File: config.mk
export PLATFORM = sky130hd
export DESIGN_NAME = alu_stim_gen
export DESIGN_NICKNAME = d
export VERILOG_FILES = /design/src/rtl/alu_stim_gen.sv
export SDC_FILE = /design/constraint.sdc
export NUM_CORES = 1
export LEC_CHECK = 0
export CORE_MARGIN = 2
export CORE_UTILIZATION = 51
export DETAILED_ROUTE_END_ITERATION = 6
export PLACE_DENSITY_LB_ADDON = 0.3
export REMOVE_ABC_BUFFERS = 1
export SYNTH_ARGS = -nofsm -noshare
export SYNTH_HDL_FRONTEND = slang
export SYNTH_SLANG_ARGS = --single-unit
File: constraint.sdc
create_clock -name clk_i -period 4.3 [get_ports clk_i]
set_clock_uncertainty 0.15 [all_clocks]
set_input_delay 0.43 -clock clk_i [delete_from_list [all_inputs] [get_ports clk_i]]
set_output_delay 0.43 -clock clk_i [all_outputs]
set_load 0.02 [all_outputs]
File: src/rtl/alu_stim_gen.sv
// Pseudo-random ALU transaction generator: LFSR-driven payloads with clamped
// inter-transaction gaps and a valid/ready handshake toward the ALU.
module alu_stim_gen #(
    parameter int unsigned DATA_WIDTH = 8,
    parameter logic [31:0] SEED       = 32'h1,
    parameter int unsigned CNT_WIDTH  = 16
) (
    input  logic                  clk_i,
    input  logic                  rst_ni,
    input  logic                  start_i,
    input  logic [CNT_WIDTH-1:0]  trans_num_i,
    input  logic [3:0]            delay_min_i,
    input  logic [3:0]            delay_max_i,
    input  logic                  alu_rdy_i,
    output logic                  act_o,
    output logic [3:0]            op_o,
    output logic [1:0]            movi_o,
    output logic [DATA_WIDTH-1:0] reg_a_o,
    output logic [DATA_WIDTH-1:0] reg_b_o,
    output logic [DATA_WIDTH-1:0] mem_o,
    output logic [DATA_WIDTH-1:0] imm_o,
    output logic                  busy_o,
    output logic                  done_o,
    output logic [CNT_WIDTH-1:0]  sent_o
);

    localparam logic [31:0] Taps     = 32'h80200003;
    localparam logic [31:0] SeedInit = (SEED == 32'h0) ? 32'h1 : SEED;

    typedef enum logic [2:0] {StIdle, StLoad, StDelay, StDrive, StFinish} state_e;

    state_e                 state_q, state_d;
    logic [31:0]            lfsr_q, lfsr_d;
    logic [3:0]             cnt_q, cnt_d;
    logic [CNT_WIDTH-1:0]   trans_q, trans_d;
    logic [CNT_WIDTH-1:0]   sent_q, sent_d;
    logic [3:0]             min_q, min_d, max_q, max_d;
    logic [3:0]             op_q;
    logic [1:0]             movi_q;
    logic [DATA_WIDTH-1:0]  reg_a_q, reg_b_q, mem_q, imm_q;
    logic                   xfer;
    logic                   load_pl;
    logic [3:0]             gap;

    function automatic logic [31:0] lfsr_next(input logic [31:0] l);
        return {1'b0, l[31:1]} ^ (l[0] ? Taps : 32'h0);
    endfunction

    function automatic logic [3:0] clamp_gap(input logic [3:0] r, input logic [3:0] mn,
                                             input logic [3:0] mx);
        if (mn > mx) return mn;
        if (r < mn) return mn;
        if (r > mx) return mx;
        return r;
    endfunction

    // Operand k takes DATA_WIDTH successive LFSR bits starting at bit 10, wrapping mod 32.
    function automatic logic [DATA_WIDTH-1:0] field(input logic [31:0] l, input int unsigned k);
        logic [DATA_WIDTH-1:0] f;
        int unsigned           idx;
        f = '0;
        for (int unsigned i = 0; i < DATA_WIDTH; i++) begin
            idx  = (10 + k * DATA_WIDTH + i) % 32;
            f[i] = l[idx[4:0]];
        end
        return f;
    endfunction

    assign xfer    = (state_q == StDrive) && alu_rdy_i;
    assign gap     = clamp_gap(lfsr_q[3:0], min_q, max_q);
    assign load_pl = (state_d == StDrive) && ((state_q != StDrive) || xfer);

    always_ff @(posedge clk_i or negedge rst_ni) begin
        if (!rst_ni) begin
            state_q <= StIdle;
            lfsr_q  <= SeedInit;
            cnt_q   <= '0;
            trans_q <= '0;
            sent_q  <= '0;
            min_q   <= '0;
            max_q   <= '0;
            op_q    <= '0;
            movi_q  <= '0;
            reg_a_q <= '0;
            reg_b_q <= '0;
            mem_q   <= '0;
            imm_q   <= '0;
        end else begin
            state_q <= state_d;
            lfsr_q  <= lfsr_d;
            cnt_q   <= cnt_d;
            trans_q <= trans_d;
            sent_q  <= sent_d;
            min_q   <= min_d;
            max_q   <= max_d;
            // Payload is sampled from the LFSR value seen in the first cycle of each drive.
            if (load_pl) begin
                op_q    <= lfsr_d[7:4];
                movi_q  <= (lfsr_d[9:8] == 2'b11) ? 2'b00 : lfsr_d[9:8];
                reg_a_q <= field(lfsr_d, 0);
                reg_b_q <= field(lfsr_d, 1);
                mem_q   <= field(lfsr_d, 2);
                imm_q   <= field(lfsr_d, 3);
            end
        end
    end

    always_comb begin
        state_d = state_q;
        lfsr_d  = (state_q == StIdle) ? lfsr_q : lfsr_next(lfsr_q);
        cnt_d   = cnt_q;
        trans_d = trans_q;
        sent_d  = sent_q;
        min_d   = min_q;
        max_d   = max_q;
        unique case (state_q)
            StIdle: begin
                if (start_i) begin
                    trans_d = trans_num_i;
                    min_d   = delay_min_i;
                    max_d   = delay_max_i;
                    sent_d  = '0;
                    lfsr_d  = SeedInit;
                    state_d = StLoad;
                end
            end
            StLoad: begin
                if (trans_q == '0) begin
                    state_d = StFinish;
                end else begin
                    cnt_d   = gap;
                    state_d = (gap == 4'd0) ? StDrive : StDelay;
                end
            end
            StDelay: begin
                cnt_d = cnt_q - 4'd1;
                if (cnt_q == 4'd1) state_d = StDrive;
            end
            StDrive: begin
                if (xfer) begin
                    sent_d = CNT_WIDTH'(sent_q + 1'b1);
                    if (sent_d == trans_q) begin
                        state_d = StFinish;
                    end else begin
                        cnt_d   = gap;
                        state_d = (gap == 4'd0) ? StDrive : StDelay;
                    end
                end
            end
            StFinish: state_d = StIdle;
            default:  state_d = StIdle;
        endcase
    end

    always_comb begin
        act_o  = 1'b0;
        done_o = 1'b0;
        busy_o = (state_q != StIdle);
        unique case (state_q)
            StDrive:  act_o  = 1'b1;
            StFinish: done_o = 1'b1;
            default:  ;
        endcase
    end

    assign op_o    = op_q;
    assign movi_o  = movi_q;
    assign reg_a_o = reg_a_q;
    assign reg_b_o = reg_b_q;
    assign mem_o   = mem_q;
    assign imm_o   = imm_q;
    assign sent_o  = sent_q;

endmodule

* Yosys cells after proc, flatten, opt, wreduce, memory -nomap -nowiden
Index checks and enable logic that the tools add are counted.
** Word-level totals
- Flip-flop bits (word level) :: 117
- Bits of input ports :: 28
** Operators by class
- Reduce and logical (&&, ||, !) cells :: 12
- Order comparisons :: 3
- Add/subtract/negate cells :: 2
- Mux-type cells :: 33
- Bitwise operators :: 1
- Equality and inequality tests :: 13
** Operator list (count)
- 32-bit 2-to-1 mux :: 4
- 4-bit 2-to-1 mux :: 9
- 16-bit 2-to-1 mux :: 2
- 16-bit case mux with 2 select lines :: 1
- 31-bit by 32-bit XOR with 32-bit output :: 1
- 16-bit by 1-bit adder with 16-bit output (second input constant) :: 1
- 16-bit equality test :: 1
- 16-bit logical NOT :: 1
- 3-bit 2-to-1 mux :: 5
- 3-bit case mux with 4 select lines :: 1
- 4-bit case mux with 3 select lines :: 1
- 3-bit by 2-bit equality test with 1-bit output (second input constant) :: 3
- 1-bit 2-to-1 mux :: 9
- 4-bit greater-than comparator :: 2
- 2-bit inequality test (second input constant) :: 4
- 3-bit nonzero test :: 2
- 4-bit by 1-bit equality test with 1-bit output (second input constant) :: 1
- 4-bit logical NOT :: 1
- 4-bit < comparator :: 1
- 4-bit AND reduction :: 1
- 4-bit by 1-bit subtractor with 4-bit output (second input constant) :: 1
- 3-bit by 1-bit equality test with 1-bit output (second input constant) :: 1
- 3-bit equality test (second input constant) :: 1
- 3-bit logical NOT :: 1
- 8 further kinds :: 9

* Depth between registers and ports, before layout
Gate-level depths: netlist of run 1.
- Depth in word-level cells :: 15
- Depth in mapped cells :: 12
- Gate-level depth less buffers :: 10

* Worst setup path after synthesis of run 1
Ideal clock, no wire load.
- Path kind :: register -> register
- Start :: register sent_q[5], in the netlist sent_o[5]
- End :: register imm_q[0], in the netlist imm_o[0]
- Setup time :: 125 ps
- Path slack :: 940 ps
- Data arrival time :: 3085 ps
- Required time :: 4025 ps
- Clock period less this slack :: 3360 ps
- Stages on the path, launching flop included :: 11
- Cells stage by stage :: dfrtp_1 > buf_2 > nand4_2 > or4_4 > xnor2_2 > or4b_1 > nor4_2 > a31oi_4 > o21ai_4 > buf_12 > mux2_4
** On the way
- Cells in the longest elaborated chain, start to end :: 7
** RTL lines
- start, declared :: RTL line 36 : logic [CNT_WIDTH-1:0] sent_q, sent_d;
- start signal, assigned :: RTL line 93 : sent_q <= sent_d;
- 16-bit by 1-bit adder with 16-bit output :: RTL line 141 : sent_d = CNT_WIDTH'(sent_q + 1'b1);
- 16-bit equality test :: RTL line 142 : if (sent_d == trans_q) begin
- 3-bit 2-to-1 mux :: RTL line 142
- 3-bit 2-to-1 mux :: RTL line 140 : if (xfer) begin
- 3-bit case mux with 4 select lines :: RTL line 116 : unique case (state_q)
- 3-bit by 2-bit equality test with 1-bit output :: RTL line 71 : assign load_pl = (state_d == StDrive) && ((state_q != StDrive) || xfer);
- 1-bit logical AND :: RTL line 71
- end signal, assigned :: RTL line 103 : imm_q <= field(lfsr_d, 3);
- end, declared :: RTL line 40 : logic [DATA_WIDTH-1:0] reg_a_q, reg_b_q, mem_q, imm_q;
No other way between the ends.
A chain may end at the register's enable or synchronous reset.

* Worst setup path in the final report of run 1
- Start :: register sent_q[7], in the netlist sent_o[7]
- End :: register mem_q[4], in the netlist mem_o[4]
** On the way
- Cells in the longest elaborated chain, start to end :: 7
** RTL lines
- 16-bit by 1-bit adder with 16-bit output :: RTL line 141
- 16-bit equality test :: RTL line 142
- 3-bit 2-to-1 mux :: RTL line 142
- 3-bit 2-to-1 mux :: RTL line 140
- 3-bit case mux with 4 select lines :: RTL line 116
- 3-bit by 2-bit equality test with 1-bit output :: RTL line 71
- 1-bit logical AND :: RTL line 71
- end signal, assigned :: RTL line 102 : mem_q <= field(lfsr_d, 2);
- end, declared :: RTL line 40
No other way between the ends.

==> results of run 1 <==
[report_power, final]
group	internal (mW)	switching, mW	total, mW
Clock	0.869	0.537	1.41
Combinational	1.29	1.32	2.62
Sequential	1.51	0.386	1.90
[worst max-delay path: cells and delay by family, from the launching register on]
family          cells  cell delay [ps]
xor+xnor            1              160
buf+inv             1              270
mux                 1              350
flops               1              570
compound gates      2              560
simple gates        4             1670
[Yosys cell counts (all sizes together) (2+ instances only)]
cell type / instances / area [µm²]
and4: 2 / 18.8
a211oi: 3 / 22.5
o21ai: 45 / 236
nor3b: 2 / 15.0
mux2: 53 / 709
clkbuf: 15 / 56.3
and3: 3 / 20.0
nand4: 10 / 68.8
o31ai: 6 / 45.0
nand3b: 31 / 233
dfrtp: 112 / 2800
xor2: 9 / 78.8
a21o: 2 / 15.0
or3: 2 / 12.5
nand2b: 3 / 18.8
o41ai: 3 / 26.3
nor3: 4 / 25.0
o21ba: 2 / 20.0
o2bb2ai: 2 / 17.5
and2: 7 / 46.3
nor4: 9 / 62.6
xnor2: 18 / 165
nand3: 6 / 42.5
nor2b: 2 / 12.5
a31oi: 3 / 33.8
nor2: 27 / 111
a21oi: 20 / 100
ha: 14 / 175
buf: 17 / 153
inv: 14 / 52.6
nand2: 79 / 297
mux2i: 3 / 30.0
and3b: 2 / 17.5
[kinds of logic after synthesis]
group / Yosys count
mux: 56
compound gates: 93
simple gates: 191
fa+ha+maj: 14
xor+xnor: 27
buf+inv: 46
flops: 113
[registers in the layout (all words and copies together) (netlist names)]
register,cells
mem_o,8
min_q,4
movi_o,2
state_q,3
trans_q,16
lfsr_q,32
op_o,3
cnt_q,4
imm_o,5
max_q,4
reg_a_o,8
sent_o,16
reg_b_o,8
[worst max-delay path by stage]
stage	from	endpoint	slack, ps	cells past startpoint
6_report	sent_o[7]$_DFFE_PN0P_	mem_o[4]$_DFFE_PN0P_	460	9
5_1_grt	sent_o[7]$_DFFE_PN0P_	mem_o[4]$_DFFE_PN0P_	270	9
4_1_cts	sent_o[7]$_DFFE_PN0P_	mem_o[4]$_DFFE_PN0P_	510	9
3_5_place_dp	alu_rdy_i	mem_o[4]$_DFFE_PN0P_	530	9
3_3_place_gp	alu_rdy_i	mem_o[3]$_DFFE_PN0P_	600	9
2_1_floorplan	state_q[1]$_DFF_PN0_	imm_o[0]$_DFFE_PN0P_	-70	5
[through the flow]
step                hold WS, ps  setup TNS (ps)
floorplan                 -15.6           -2280
detailed placement          330               0
global route                374               0
finish                      342               0
CTS                         342               0
global placement            325               0
[cell type report]
type	instances	area, µm²
clock buffers	17	425
flip-flops and latches	113	2830
fillers	878	3980
inverters	14	52.6
clock inverters	15	173
multi-input cells	381	2760
well taps	143	179
repair buffers	93	921
[routing by layer]
metal / part of all wire (%) / vias to the layer above
met3: 5.7 / 18
met2: 46 / 129
met5: 0 / -
li1: - / 2054
met1: 46 / 2145
met4: 1.6 / 0
==> flow_summary.json, run 1 <==
{
  "syn_inst": 540,
  "rrSetupSlack_ps": 460,
  "antenna_found_initial": 0,
  "synthDistinctLibCells": 60,
  "ys.flop_type": "dfrtp_1",
  "final_common_cell": "dfrtp_1",
  "cts_setup_buffers": 0,
  "root_buffer": "clkbuf_16",
  "finalCriticalPeriod_ps": 3840,
  "outcome": "finished, final reports clean",
  "synth_edf_count": 0,
  "drtIter0Drc": 282,
  "post_cts_resized": 0,
  "r2r_end": "mem_o[4]$_DFFE_PN0P_",
  "tightestPinTransition_ps": 1070,
  "finalWirelength_mm": 13.2,
  "start_util_pct": 51.7,
  "synth-simple-area-share_pct": 17.5,
  "p_total_mw": 5.92,
  "max_cap_violations": 0,
  "num_antenna_cells": 0,
  "post-route-util_pct": 64.9,
  "vias_per_cell": 5.60,
  "antenna_left": 0,
  "clkTransAtPathRegs_ps": 60,
  "crit_fanout": 18,
  "cp_data_required_time_ps": 4450,
  "whs_path_depth": 2,
  "setup_ws_ps": 457,
  "cp-start-kind": "flip-flop",
  "timing.fmax_mhz": 260,
  "cpPeakStageDelay_ps": 570,
  "track_usage_pct": 23.0,
  "hold_viol_final": 0,
  "grt_pass1_wl_mm": 22.6,
  "die_x_um": 111,
  "grt_max_degree": 49,
  "synth_compound_area_share_pct": 9.88,
  "cts_max_level": 4,
  "globalRouteMet1Util_pct": 31.7,
  "gp_congestion": 0.882,
  "cts_tree": "yes",
  "cts_hold_buf": 1,
  "rows": 39,
  "async_flop_share_pct": 100,
  "area_growth_pct": 25.5,
  "ys_ff_latch": 113,
  "die_height_um": 111,
  "drv_slew": 0,
  "dp_hpwl_mm": 8.95,
  "core_um2": 11300,
  "yosysWarningCount": 0,
  "pre_cts_ws_ps": 532,
  "use_met3_pct": 7.71,
  "end_kind": "flip-flop",
  "drtPass1Iterations": 5,
  "dp.cells": 743,
  "final_cell_mix": "dfrtp_1, clkdlybuf4s50_1, nand2_1",
  "ys_seq_area_share_pct": 48.4,
  "grt_pass1_vias": 4444,
  "die_area_um2": 12300,
  "p_leak_nw": 3.32,
  "maxSlewHeadroom_pct": 28.2,
  "synth_xor_area_share_pct": 4.17,
  "place_area_um2": 6740,
  "r2r-start": "sent_o[7]$_DFFE_PN0P_",
  "instances_no_fill": 776,
  "drcViolationCount": 0,
  "synthAdderAreaFrac_pct": 2.99,
  "num_io_pins": 85,
  "min-delay-start": "lfsr_q[7]$_DFF_PN0_",
  "busiest_layer": "met2",
  "grt_remaining_overflow": 0,
  "p_per_area_nw_per_um2": 806,
  "insertion_delay_ps": 410,
  "vdd.ir_drop.worst_uv": 413,
  "critPathSlowestCell": "dfrtp_1",
  "clock_path_buffers": 2,
  "crit_type": "reg -> reg",
  "rsz0062_at_grt": "no",
  "hold_class": "reg -> reg",
  "hold_end": "lfsr_q[6]$_DFF_PN0_",
  "grt_use_met2_pct": 34.2,
  "cts_buffers": 17,
  "drive_gt1_share_pct": 17.7,
  "crit_chain": "nand4_1 -> or4_4 -> xnor2_2 -> or4b_1 -> nor4_2 -> a31oi_4 -> o21ai_4 -> buf_12 -> mux2_2",
  "critical_path_arrival_ps": 3990,
  "fin_area_um2": 7340,
  "yosys-mux-area-fraction_pct": 12.6,
  "synth_area_um2": 5850,
  "clock-sinks": 113,
  "rr_worst_depth": 9,
  "setup_viol": 0,
  "finalCritPeriodShare_pct": 89.4,
  "vias": 4346,
  "nNetsFinal": 662,
  "syn_avg_cell_area_um2": 10.8,
  "wire_per_inst_um": 17.1,
  "synth_top_family_by_area": "simple AND/OR/NAND/NOR gates",
  "port_buffers": 84
}
Note: power is estimated with default switching activity, not from simulation.
==> run 2, diff against run 1 <==
--- a/config.mk
+++ b/config.mk
@@ -8,6 +8,7 @@
 export CORE_MARGIN = 2
 export CORE_UTILIZATION = 51
 export DETAILED_ROUTE_END_ITERATION = 6
+export HOLD_SLACK_MARGIN = 0.05
 export PLACE_DENSITY_LB_ADDON = 0.3
 export REMOVE_ABC_BUFFERS = 1
 export SYNTH_ARGS = -nofsm -noshare
==> results of run 2 <==
The final DEF is identical to that of run 1; final timing and power are the same.
